<file path="src/rtl/lcs_pkg.sv">
// Shared types and constants for the LCS frame transmitter.
// LCS_TX_PARITY_EN selects the 11-bit character with an even-parity bit.
package lcs_pkg;

    localparam int LCS_ADDR_W = 9;
    localparam int LCS_DATA_W = 8;
    localparam logic LCS_LINE_IDLE = 1'b1;
    localparam logic [LCS_DATA_W-1:0] LCS_TIMEOUT_BYTE = 8'hFF;

    typedef enum logic [2:0] {
        IDLE   = 3'd0,
        REQ    = 3'd1,
        ACKLOW = 3'd2,
        SHIFT  = 3'd3,
        DONE   = 3'd4
    } lcs_state_t;

`ifdef LCS_TX_PARITY_EN
    localparam int LCS_CHAR_W = 11;

    function automatic logic lcs_even_parity(input logic [LCS_DATA_W-1:0] data);
        return ^data;
    endfunction

    // Character is sent from bit 0 upward: start, data LSB first, parity, stop.
    function automatic logic [LCS_CHAR_W-1:0] lcs_make_char(input logic [LCS_DATA_W-1:0] data);
        return {1'b1, lcs_even_parity(data), data, 1'b0};
    endfunction
`else
    localparam int LCS_CHAR_W = 10;

    function automatic logic [LCS_CHAR_W-1:0] lcs_make_char(input logic [LCS_DATA_W-1:0] data);
        return {1'b1, data, 1'b0};
    endfunction
`endif

endpackage

</file>
<file path="src/rtl/lcs_sync2.sv">
// Two-flop synchronizer for a single asynchronous level, reset to 0.
module lcs_sync2 (
    input  logic clk,
    input  logic rst,
    input  logic d,
    output logic q
);

    logic meta_r;
    logic q_r;

    // Metastability filter: two back-to-back flops.
    always_ff @(posedge clk or negedge rst) begin
        if (!rst) begin
            meta_r <= 1'b0;
            q_r    <= 1'b0;
        end else begin
            meta_r <= d;
            q_r    <= meta_r;
        end
    end

    assign q = q_r;

endmodule

</file>
<file path="src/rtl/lcs_frame_tx.sv">
// LCS frame sequencer: requests each byte of a frame from the answer stage and
// shifts it onto tx_line one bit per tx_tick. LCS_TX_PARITY_EN adds even parity.
module lcs_frame_tx
    import lcs_pkg::*;
#(
    parameter int                    FRAME_LEN   = 256,
    parameter logic [LCS_ADDR_W-1:0] BASE_ADDR   = 9'd0,
    parameter int                    ACK_TIMEOUT = 64
) (
    input  logic                  clk,
    input  logic                  rst,
    input  logic                  tx_tick,
    input  logic                  start,
    input  logic                  ack,
    input  logic [LCS_DATA_W-1:0] data_in,
    output logic                  req,
    output logic [LCS_ADDR_W-1:0] addr,
    output logic                  tx_line,
    output logic                  busy,
    output logic                  frame_done,
    output logic                  ack_err
);

    localparam int                    TO_W     = (ACK_TIMEOUT > 1) ? $clog2(ACK_TIMEOUT) : 1;
    localparam logic [TO_W-1:0]       TO_LAST  = TO_W'(ACK_TIMEOUT - 1);
    localparam logic [TO_W-1:0]       TO_ONE   = TO_W'(1);
    localparam logic [LCS_ADDR_W-1:0] LAST_IDX = LCS_ADDR_W'(FRAME_LEN - 1);
    localparam logic [3:0]            CHAR_END = 4'(LCS_CHAR_W);

    lcs_state_t              state_r;
    logic                    ack_sync_s;
    logic                    ack_prev_r;
    logic                    ack_rise_s;
    logic [LCS_CHAR_W-1:0]   shift_r;
    logic [3:0]              bit_cnt_r;
    logic [LCS_ADDR_W-1:0]   idx_r;
    logic [TO_W-1:0]         to_cnt_r;
    logic                    req_r;
    logic [LCS_ADDR_W-1:0]   addr_r;
    logic                    tx_line_r;
    logic                    busy_r;
    logic                    frame_done_r;
    logic                    ack_err_r;

    lcs_sync2 u_ack_sync (
        .clk (clk),
        .rst (rst),
        .d   (ack),
        .q   (ack_sync_s)
    );

    // Previous synchronized ack, for rising-edge detection.
    always_ff @(posedge clk or negedge rst) begin
        if (!rst) begin
            ack_prev_r <= 1'b0;
        end else begin
            ack_prev_r <= ack_sync_s;
        end
    end

    assign ack_rise_s = ack_sync_s & ~ack_prev_r;

    // Frame sequencer; bit_cnt_r counts ticks in SHIFT, CHAR_END marks the tick that ends the stop bit.
    always_ff @(posedge clk or negedge rst) begin
        if (!rst) begin
            state_r      <= IDLE;
            shift_r      <= {LCS_CHAR_W{1'b1}};
            bit_cnt_r    <= 4'd0;
            idx_r        <= {LCS_ADDR_W{1'b0}};
            to_cnt_r     <= {TO_W{1'b0}};
            req_r        <= 1'b0;
            addr_r       <= BASE_ADDR;
            tx_line_r    <= LCS_LINE_IDLE;
            busy_r       <= 1'b0;
            frame_done_r <= 1'b0;
            ack_err_r    <= 1'b0;
        end else begin
            case (state_r)
                IDLE: begin
                    frame_done_r <= 1'b0;
                    if (start) begin
                        busy_r    <= 1'b1;
                        ack_err_r <= 1'b0;
                        idx_r     <= {LCS_ADDR_W{1'b0}};
                        addr_r    <= BASE_ADDR;
                        to_cnt_r  <= {TO_W{1'b0}};
                        req_r     <= 1'b1;
                        state_r   <= REQ;
                    end else begin
                        state_r   <= IDLE;
                    end
                end
                REQ: begin
                    if (ack_rise_s) begin
                        shift_r <= lcs_make_char(data_in);
                        req_r   <= 1'b0;
                        state_r <= ACKLOW;
                    end else if (to_cnt_r == TO_LAST) begin
                        shift_r   <= lcs_make_char(LCS_TIMEOUT_BYTE);
                        ack_err_r <= 1'b1;
                        req_r     <= 1'b0;
                        state_r   <= ACKLOW;
                    end else begin
                        to_cnt_r  <= to_cnt_r + TO_ONE;
                    end
                end
                ACKLOW: begin
                    if (!ack_sync_s) begin
                        bit_cnt_r <= 4'd0;
                        state_r   <= SHIFT;
                    end else begin
                        state_r   <= ACKLOW;
                    end
                end
                SHIFT: begin
                    if (tx_tick) begin
                        if (bit_cnt_r == CHAR_END) begin
                            if (idx_r == LAST_IDX) begin
                                frame_done_r <= 1'b1;
                                state_r      <= DONE;
                            end else begin
                                idx_r    <= idx_r + 9'd1;
                                addr_r   <= BASE_ADDR + idx_r + 9'd1;
                                to_cnt_r <= {TO_W{1'b0}};
                                req_r    <= 1'b1;
                                state_r  <= REQ;
                            end
                        end else begin
                            tx_line_r <= shift_r[0];
                            shift_r   <= {1'b1, shift_r[LCS_CHAR_W-1:1]};
                            bit_cnt_r <= bit_cnt_r + 4'd1;
                        end
                    end else begin
                        state_r <= SHIFT;
                    end
                end
                DONE: begin
                    frame_done_r <= 1'b0;
                    busy_r       <= 1'b0;
                    state_r      <= IDLE;
                end
                default: begin
                    req_r     <= 1'b0;
                    tx_line_r <= LCS_LINE_IDLE;
                    busy_r    <= 1'b0;
                    state_r   <= IDLE;
                end
            endcase
        end
    end

    assign req        = req_r;
    assign addr       = addr_r;
    assign tx_line    = tx_line_r;
    assign busy       = busy_r;
    assign frame_done = frame_done_r;
    assign ack_err    = ack_err_r;

endmodule

</file>
<file path="config.mk">
export PLATFORM = sky130hd
export DESIGN_NAME = lcs_frame_tx
export DESIGN_NICKNAME = d
export VERILOG_FILES = /design/src/rtl/lcs_pkg.sv /design/src/rtl/lcs_sync2.sv /design/src/rtl/lcs_frame_tx.sv
export SDC_FILE = /design/constraint.sdc
export NUM_CORES = 1
export LEC_CHECK = 0
export CAP_MARGIN = 10
export CORE_UTILIZATION = 40
export DETAILED_ROUTE_END_ITERATION = 7
export GPL_TIMING_DRIVEN = 0
export MAX_ROUTING_LAYER = met4
export PLACE_DENSITY = 0.59
export SYNTH_ARGS = -nofsm -noshare
export SYNTH_HDL_FRONTEND = slang
export SYNTH_SLANG_ARGS = --single-unit
</file>
<file path="constraint.sdc">
create_clock -name clk -period 5.8 [get_ports clk]
set_clock_uncertainty 0.05 [all_clocks]
set_input_delay 1.16 -clock clk [delete_from_list [all_inputs] [get_ports clk]]
set_output_delay 1.16 -clock clk [all_outputs]
set_load 0.01 [all_outputs]
</file>
==> metrics.csv, run 1 <==
stage;metric;value;unit
run_status;status;finished, final reports clean;
sta;drv_slew;0;
critical_path;path_class;input port to flip-flop;
route;first_pass_iters;4;
yosys;synth-compound-area-share;0.167;
power;powerDensity;423;nW/um^2
grt;first_global_vias;1712;
critical_path;crit_family;buffers and inverters;
sta;fin_setup_tns;0;ns
cts;cts_root_buf;clkbuf_8;
cells_and_area;syn2layout_area_growth;22.3;%
critical_path;cp-start-kind;input port;
yosys;synth_edf_count;0;
yosys;ys_seq_area_frac;0.461;
route;via_count;1792;
cts;cts.sinks;39;
sta;relSlewSlack;0.568;
critical_path;endpoint_kind;flip-flop;
cts;htreeDepth;2;
critical_path;crit_path_cell_trace;clkdlybuf4s50_1 -> or4b_1 -> buf_2 -> nand2_1 -> nand2_1 -> o311ai_0;
yosys;syn_inst;229;
place;numPortBuffers;25;
yosys;ys_seq_elements;39;
sta;setup_viol_count_final;0;
floorplan;initial_core_util;0.417;
sta;finalHoldViolations;0;
cells_and_area;n_antenna_cell;0;
yosys;synthSimpleGateAreaFrac;0.221;
cts;clk_path_buf_depth;2;
yosys;syn_area;2140;um^2
yosys;synth_xor_area_frac;0;
yosys;synth_commonest_cells;nand2_1 (42), dfrtp_1 (29), o21ai_0 (22), inv_1 (12);
sta;fin_crit;2.72;ns
grt;grt_pass1_wl;8.23;mm
cells_and_area;fill_cells;516;
critical_path;cp_num_buf_inv;2;
min_path;hp-class;flip-flop to flip-flop;
yosys;synth.area.top_cells;dfrtp_1 (34%), dfstp_2 (12%), nand2_1 (7.4%);
yosys;synth_top_area_cell;dfrtp_1;
sta;rsz0062_at_grt;false;
cts;cts_made_buffers;5;
grt;grt_antenna_before_repair;0;
grt;track_usage;0.206;
flow_run;max_cap_violations;0;
yosys;synth_mux_area_frac;0.0788;
place;dpl.hpwl;3.41;mm
power;ir_worst_vdd;0.225;mV
grt;grt_overflow_total;0;
floorplan;top_level_ports;27;
yosys;synth_cell_types;44;
yosys;synth_top_family_by_area;simple AND/OR/NAND/NOR gates;
sta;clock.fmax;368;MHz
cts;clk-insertion-delay-late;0.30;ns
cts;path_clk_slew;0.09;ns
cells_and_area;register_area;988;um^2
sta;tightest_slew;0.646;ns
cts;cts.repair.resized;0;
floorplan;die_area;5660;um^2
route;drc;0;
power;p_leak;1.10;nW
critical_path;r2r_setup_slack;3.26;ns
yosys;async_flop_share;1.00;
grt;grt_max_degree;33;
cts;cts_tree;built;
cts;postCtsSetupBuffers;0;
route;ant_nets;0;
yosys;syn_nets;247;
yosys;synthAdderAreaFrac;0.0292;
floorplan;die_w;75.2;um
critical_path;critPathRequiredTime;5.94;ns
yosys;dominantRegCellSynth;dfrtp_1;
place;gp_congestion;0.765;
yosys;yosys_warnings;0;
critical_path;crit_fanout;10;
yosys;yosysMostFrequentCell;nand2_1;
sta;finalCritPeriodShare;0.469;
sta;hold_slack;0.300;ns
cells_and_area;fin_nets;280;
route;drtIter0Drc;111;
critical_path;crit_arrival;2.86;ns
critical_path;worst_path_most_repeated_cell;nand2_1;
route;post_drt_wl_per_cell;14.5;um
floorplan;core_area;5140;um^2
floorplan;die_y;75.2;um
route;viasPerCell;5.38;
floorplan;rows;26;
cells_and_area;multi_input_area;1060;um^2
yosys;yosys.area.top_type_share;0.339;
route;wl;4.83;mm
yosys;avgSynthCellArea;9.36;um^2
cells_and_area;drive_above_1_share;0.148;
critical_path;cpPeakStageDelay;0.50;ns
critical_path;crit_slowest_cell;clkdlybuf4s50_1;
cts;hold_buffers;0;
## final cells by class
| type | count | area share |
|---|---|---|
| plain buffers | 11 | 0.0167 |
| multi-input cells | 166 | 0.405 |
| well taps | 70 | 0.0334 |
| clock inverters | 1 | 0.00239 |
| inverters | 13 | 0.0186 |
| flip-flops and latches | 39 | 0.377 |
| clock buffers | 7 | 0.0453 |
| repair buffers | 26 | 0.101 |
## cell usage in the layout, fill, tap and decap left out, drive strengths merged, types with 5 or more instances in the layout
cell type / n
nand2: 42
dfrtp: 29
clkdlybuf4s50: 24
o21ai: 22
inv: 14
clkbuf: 14
a21oi: 10
dfstp: 10
mux2i: 9
nor2: 9
nand3: 9
mux2: 7
nand4: 7
o211ai: 7
buf: 6
o311ai: 5
a31oi: 5
ha: 5
## report_power, final
group | internal [mW] | total (mW) | leakage, nW | switching [mW]
Combinational | 0.189 | 0.428 | 0.555 | 0.238
Clock | 0.137 | 0.243 | 0.0651 | 0.106
Sequential | 0.370 | 0.437 | 0.477 | 0.0672
## metrics by stage
step / util / area (um^2) / setup slack, ns / total power, mW / std cells
after floorplan: - / 2140 / 3.25 / 0.737 / 229
after global placement: 0.483 / 2480 / 2.47 / 0.861 / 324
after detailed placement: 0.486 / 2500 / 2.75 / 0.877 / 325
after CTS: 0.510 / 2620 / 3.07 / 1.12 / 333
after global routing: 0.510 / 2620 / 2.97 / 1.20 / 333
final: 0.510 / 2620 / 3.08 / 1.11 / 333
## state kept, by name, indices dropped and copies added, names as in the netlist
register,count
u_ack_sync.q,1
bit_cnt_r,4
req,1
ack_err,1
state_r,3
addr,9
tx_line,1
frame_done,1
to_cnt_r,6
ack_prev_r,1
busy,1
u_ack_sync.meta_r,1
shift_r,9
## worst paths after layout
| check | start | end | cells past startpoint |
|---|---|---|---|
| min in group asynchronous | rst | addr[8] | 1 |
| max in group asynchronous | rst | shift_r[1] | 2 |
| hold reg to reg | u_ack_sync.meta_r | u_ack_sync.q | 0 |
| setup / recovery | start | addr[8] | 6 |
| setup reg to reg | addr[0] | to_cnt_r[1] | 8 |
| hold / removal | u_ack_sync.meta_r | u_ack_sync.q | 0 |
## layer usage
layer / vias to the layer above / GRT usage / part of all wire
li1: 893 / - / -
met1: 864 / 0.264 / 0.48
met2: 31 / 0.313 / 0.47
met3: 4 / 0.0415 / 0.041
met4: 0 / 0.101 / 0.0079
met5: - / - / 0
## cell families (layout without fill, tap and decap cells)
family	after synthesis	after routing
buffers and inverters	24	58
multiplexers	16	16
adder cells (fa/ha/maj)	5	5
flip-flops	39	39
AND/OR/NAND/NOR	90	90
AO/OA/AOI/OAI	55	55
(Power assumes the default switching activity.)
==> run 2, diff against run 1 <==
--- a/config.mk
+++ b/config.mk
@@ -10,7 +10,7 @@
 export DETAILED_ROUTE_END_ITERATION = 7
 export GPL_TIMING_DRIVEN = 0
 export MAX_ROUTING_LAYER = met4
-export PLACE_DENSITY = 0.59
+export PLACE_DENSITY = 0.61
 export SYNTH_ARGS = -nofsm -noshare
 export SYNTH_HDL_FRONTEND = slang
 export SYNTH_SLANG_ARGS = --single-unit
==> constraint.sdc (replaced) <==
create_clock -name clk -period 2.5 [get_ports clk]
set_clock_uncertainty 0.05 [all_clocks]
set_input_delay 0.5 -clock clk [delete_from_list [all_inputs] [get_ports clk]]
set_output_delay 0.5 -clock clk [all_outputs]
set_load 0.01 [all_outputs]
==> run 2 against run 1 <==
Net effect:
- sequential cell count did not move
- hold slack worse by 0.26 ns
- via count is 1.0% lower
- routed wire length is 4.5% lower
==> metrics.csv, run 2 (synthesis gave the netlist of run 1 again) <==
stage;metric;value;unit;change
critical_path;endpoint_kind;flip-flop;;unchanged
route;wl;4.61;mm;was 4.83 mm
cts;clk_path_buf_depth;2;;unchanged
sta;tightest_slew;0.627;ns;was 0.646 ns
floorplan;initial_core_util;0.417;;unchanged
cells_and_area;syn2layout_area_growth;21.1;%;was 22.3%
route;ant_nets;0;;unchanged
cts;cts_tree;built;;unchanged
cells_and_area;fin_nets;279;;was 280
sta;fin_crit;2.29;ns;
critical_path;rr_worst_depth;7;;was 8
cts;hold_buffers;0;;unchanged
critical_path;crit_fanout;10;;unchanged
flow_run;max_cap_violations;0;;unchanged
critical_path;r2r_end;to_cnt_r[1];;unchanged
route;viasPerCell;5.34;;was 5.38
route;first_pass_iters;4;;unchanged
floorplan;rows;26;;unchanged
power;powerDensity;950;nW/um^2;was 423 nW/um^2
route;drtIter0Drc;73;;was 111
run_status;status;finished, final reports clean;;unchanged
place;dp.cells;325;;unchanged
sta;clock.fmax;436;MHz;
power;p_leak;1.08;nW;was 1.10 nW
route;post_drt_wl_per_cell;13.9;um;was 14.5 um
cells_and_area;n_antenna_cell;0;;unchanged
cts;postCtsSetupBuffers;0;;unchanged
grt;first_global_vias;1664;;was 1712
cells_and_area;final_common_cell;nand2_1;;unchanged
power;ir_worst_vdd;0.497;mV;was 0.225 mV
floorplan;die_y;75.2;um;unchanged
sta;rsz0062_at_grt;false;;unchanged
cts;cts.sinks;39;;unchanged
cells_and_area;fin_area;2590;um^2;was 2620 um^2
cells_and_area;fin_cells;332;;was 333
floorplan;core_area;5140;um^2;unchanged
sta;setup_viol_count_final;0;;unchanged
critical_path;r2r-start;addr[0];;unchanged
floorplan;die_w;75.2;um;unchanged
floorplan;die_area;5660;um^2;unchanged
grt;grt_overflow_total;0;;unchanged
floorplan;top_level_ports;27;;unchanged
place;numPortBuffers;25;;unchanged
place;gp_congestion;0.801;;was 0.765
critical_path;path_class;flip-flop to flip-flop;;was input port to flip-flop
cts;path_clk_slew;0.08;ns;was 0.09 ns
grt;grt_antenna_before_repair;0;;unchanged
route;via_count;1774;;was 1792
cells_and_area;drive_above_1_share;0.149;;was 0.148
cts;htreeDepth;2;;unchanged
critical_path;crit_arrival;2.46;ns;was 2.86 ns
cts;cts_root_buf;clkbuf_8;;unchanged
cells_and_area;layout_common_cells;nand2_1 (42), dfrtp_1 (29), clkdlybuf4s50_1 (24);;unchanged
grt;grt_max_degree;28;;was 33
critical_path;critPathRequiredTime;2.67;ns;was 5.94 ns
cts;clk-insertion-delay-late;0.29;ns;was 0.30 ns
sta;hold_slack;0.0418;ns;was 0.300 ns
cells_and_area;final_util;0.505;;was 0.510
route;drc;0;;unchanged
sta;finalHoldViolations;0;;unchanged
sta;drv_slew;0;;unchanged
grt;grt_pass1_wl;7.83;mm;was 8.23 mm
critical_path;cp-start-kind;flip-flop;;was input port
grt;track_usage;0.190;;was 0.206
place;dpl_cell_area;2500;um^2;unchanged
sta;finalCritPeriodShare;0.916;;
sta;relSlewSlack;0.580;;was 0.568
cts;cts_made_buffers;5;;unchanged
min_path;hp-class;input port to asynchronous set/reset pin;;was flip-flop to flip-flop
critical_path;r2r_setup_slack;0.21;ns;was 3.26 ns
place;dpl.hpwl;3.25;mm;was 3.41 mm
run 2: layout make-up:
cell class	instances	area (um^2)
well taps	70	87.6
clock buffers	8	100
flip-flops and latches	39	988
plain buffers	10	40.0
fillers	527	2540
repair buffers	26	265
multi-input cells	166	1060
inverters	13	48.8
run 2: how the worst max path moves through the flow:
stage	from	end
2_1_floorplan	addr[0]	to_cnt_r[1]
3_3_place_gp	rst	u_ack_sync.meta_r
3_5_place_dp	addr[0]	to_cnt_r[1]
4_1_cts	addr[0]	to_cnt_r[1]
5_1_grt	addr[0]	addr[8]
6_report	addr[0]	to_cnt_r[1]
run 2: worst max-delay path: stages (launching register included):
cell and delay [ns]:
dfrtp_1 0.46, ha_1 0.28, nand3_1 0.08, nor2_1 0.06, ha_2 0.24, or3_4 0.39
a311oi_4 0.42, mux2i_1 0.23
run 2: timing repair:
item                       4_1_cts  5_1_grt
setup endpoints to repair        1       15
pin swaps                        1        0
resized for setup                0        1
run 2: routing by layer:
metal  global-route usage  wire (um)  up-vias
met5                    -          0        -
met4               0.0617         53        0
met1                0.263       2350      856
met3               0.0442        126        6
met2                0.273       2090       24
li1                     -          -      888
run 2: per-stage QoR:
step	setup TNS (ns)	worst slack [ns]	power [mW]
final	0	0.209	2.47
after floorplan	0	0.243	1.71
after global placement	-5.27	-0.184	2.00
after global routing	0	0.0751	2.68
after CTS	0	0.00608	2.50
after detailed placement	-0.0106	-0.0106	2.02
run 2: power by group:
| part | leakage (nW) | internal [mW] | switching (mW) |
|---|---|---|---|
| Sequential | 0.477 | 0.859 | 0.150 |
| Combinational | 0.553 | 0.439 | 0.547 |
| Clock | 0.0515 | 0.252 | 0.218 |
| Total | 1.08 | 1.55 | 0.915 |
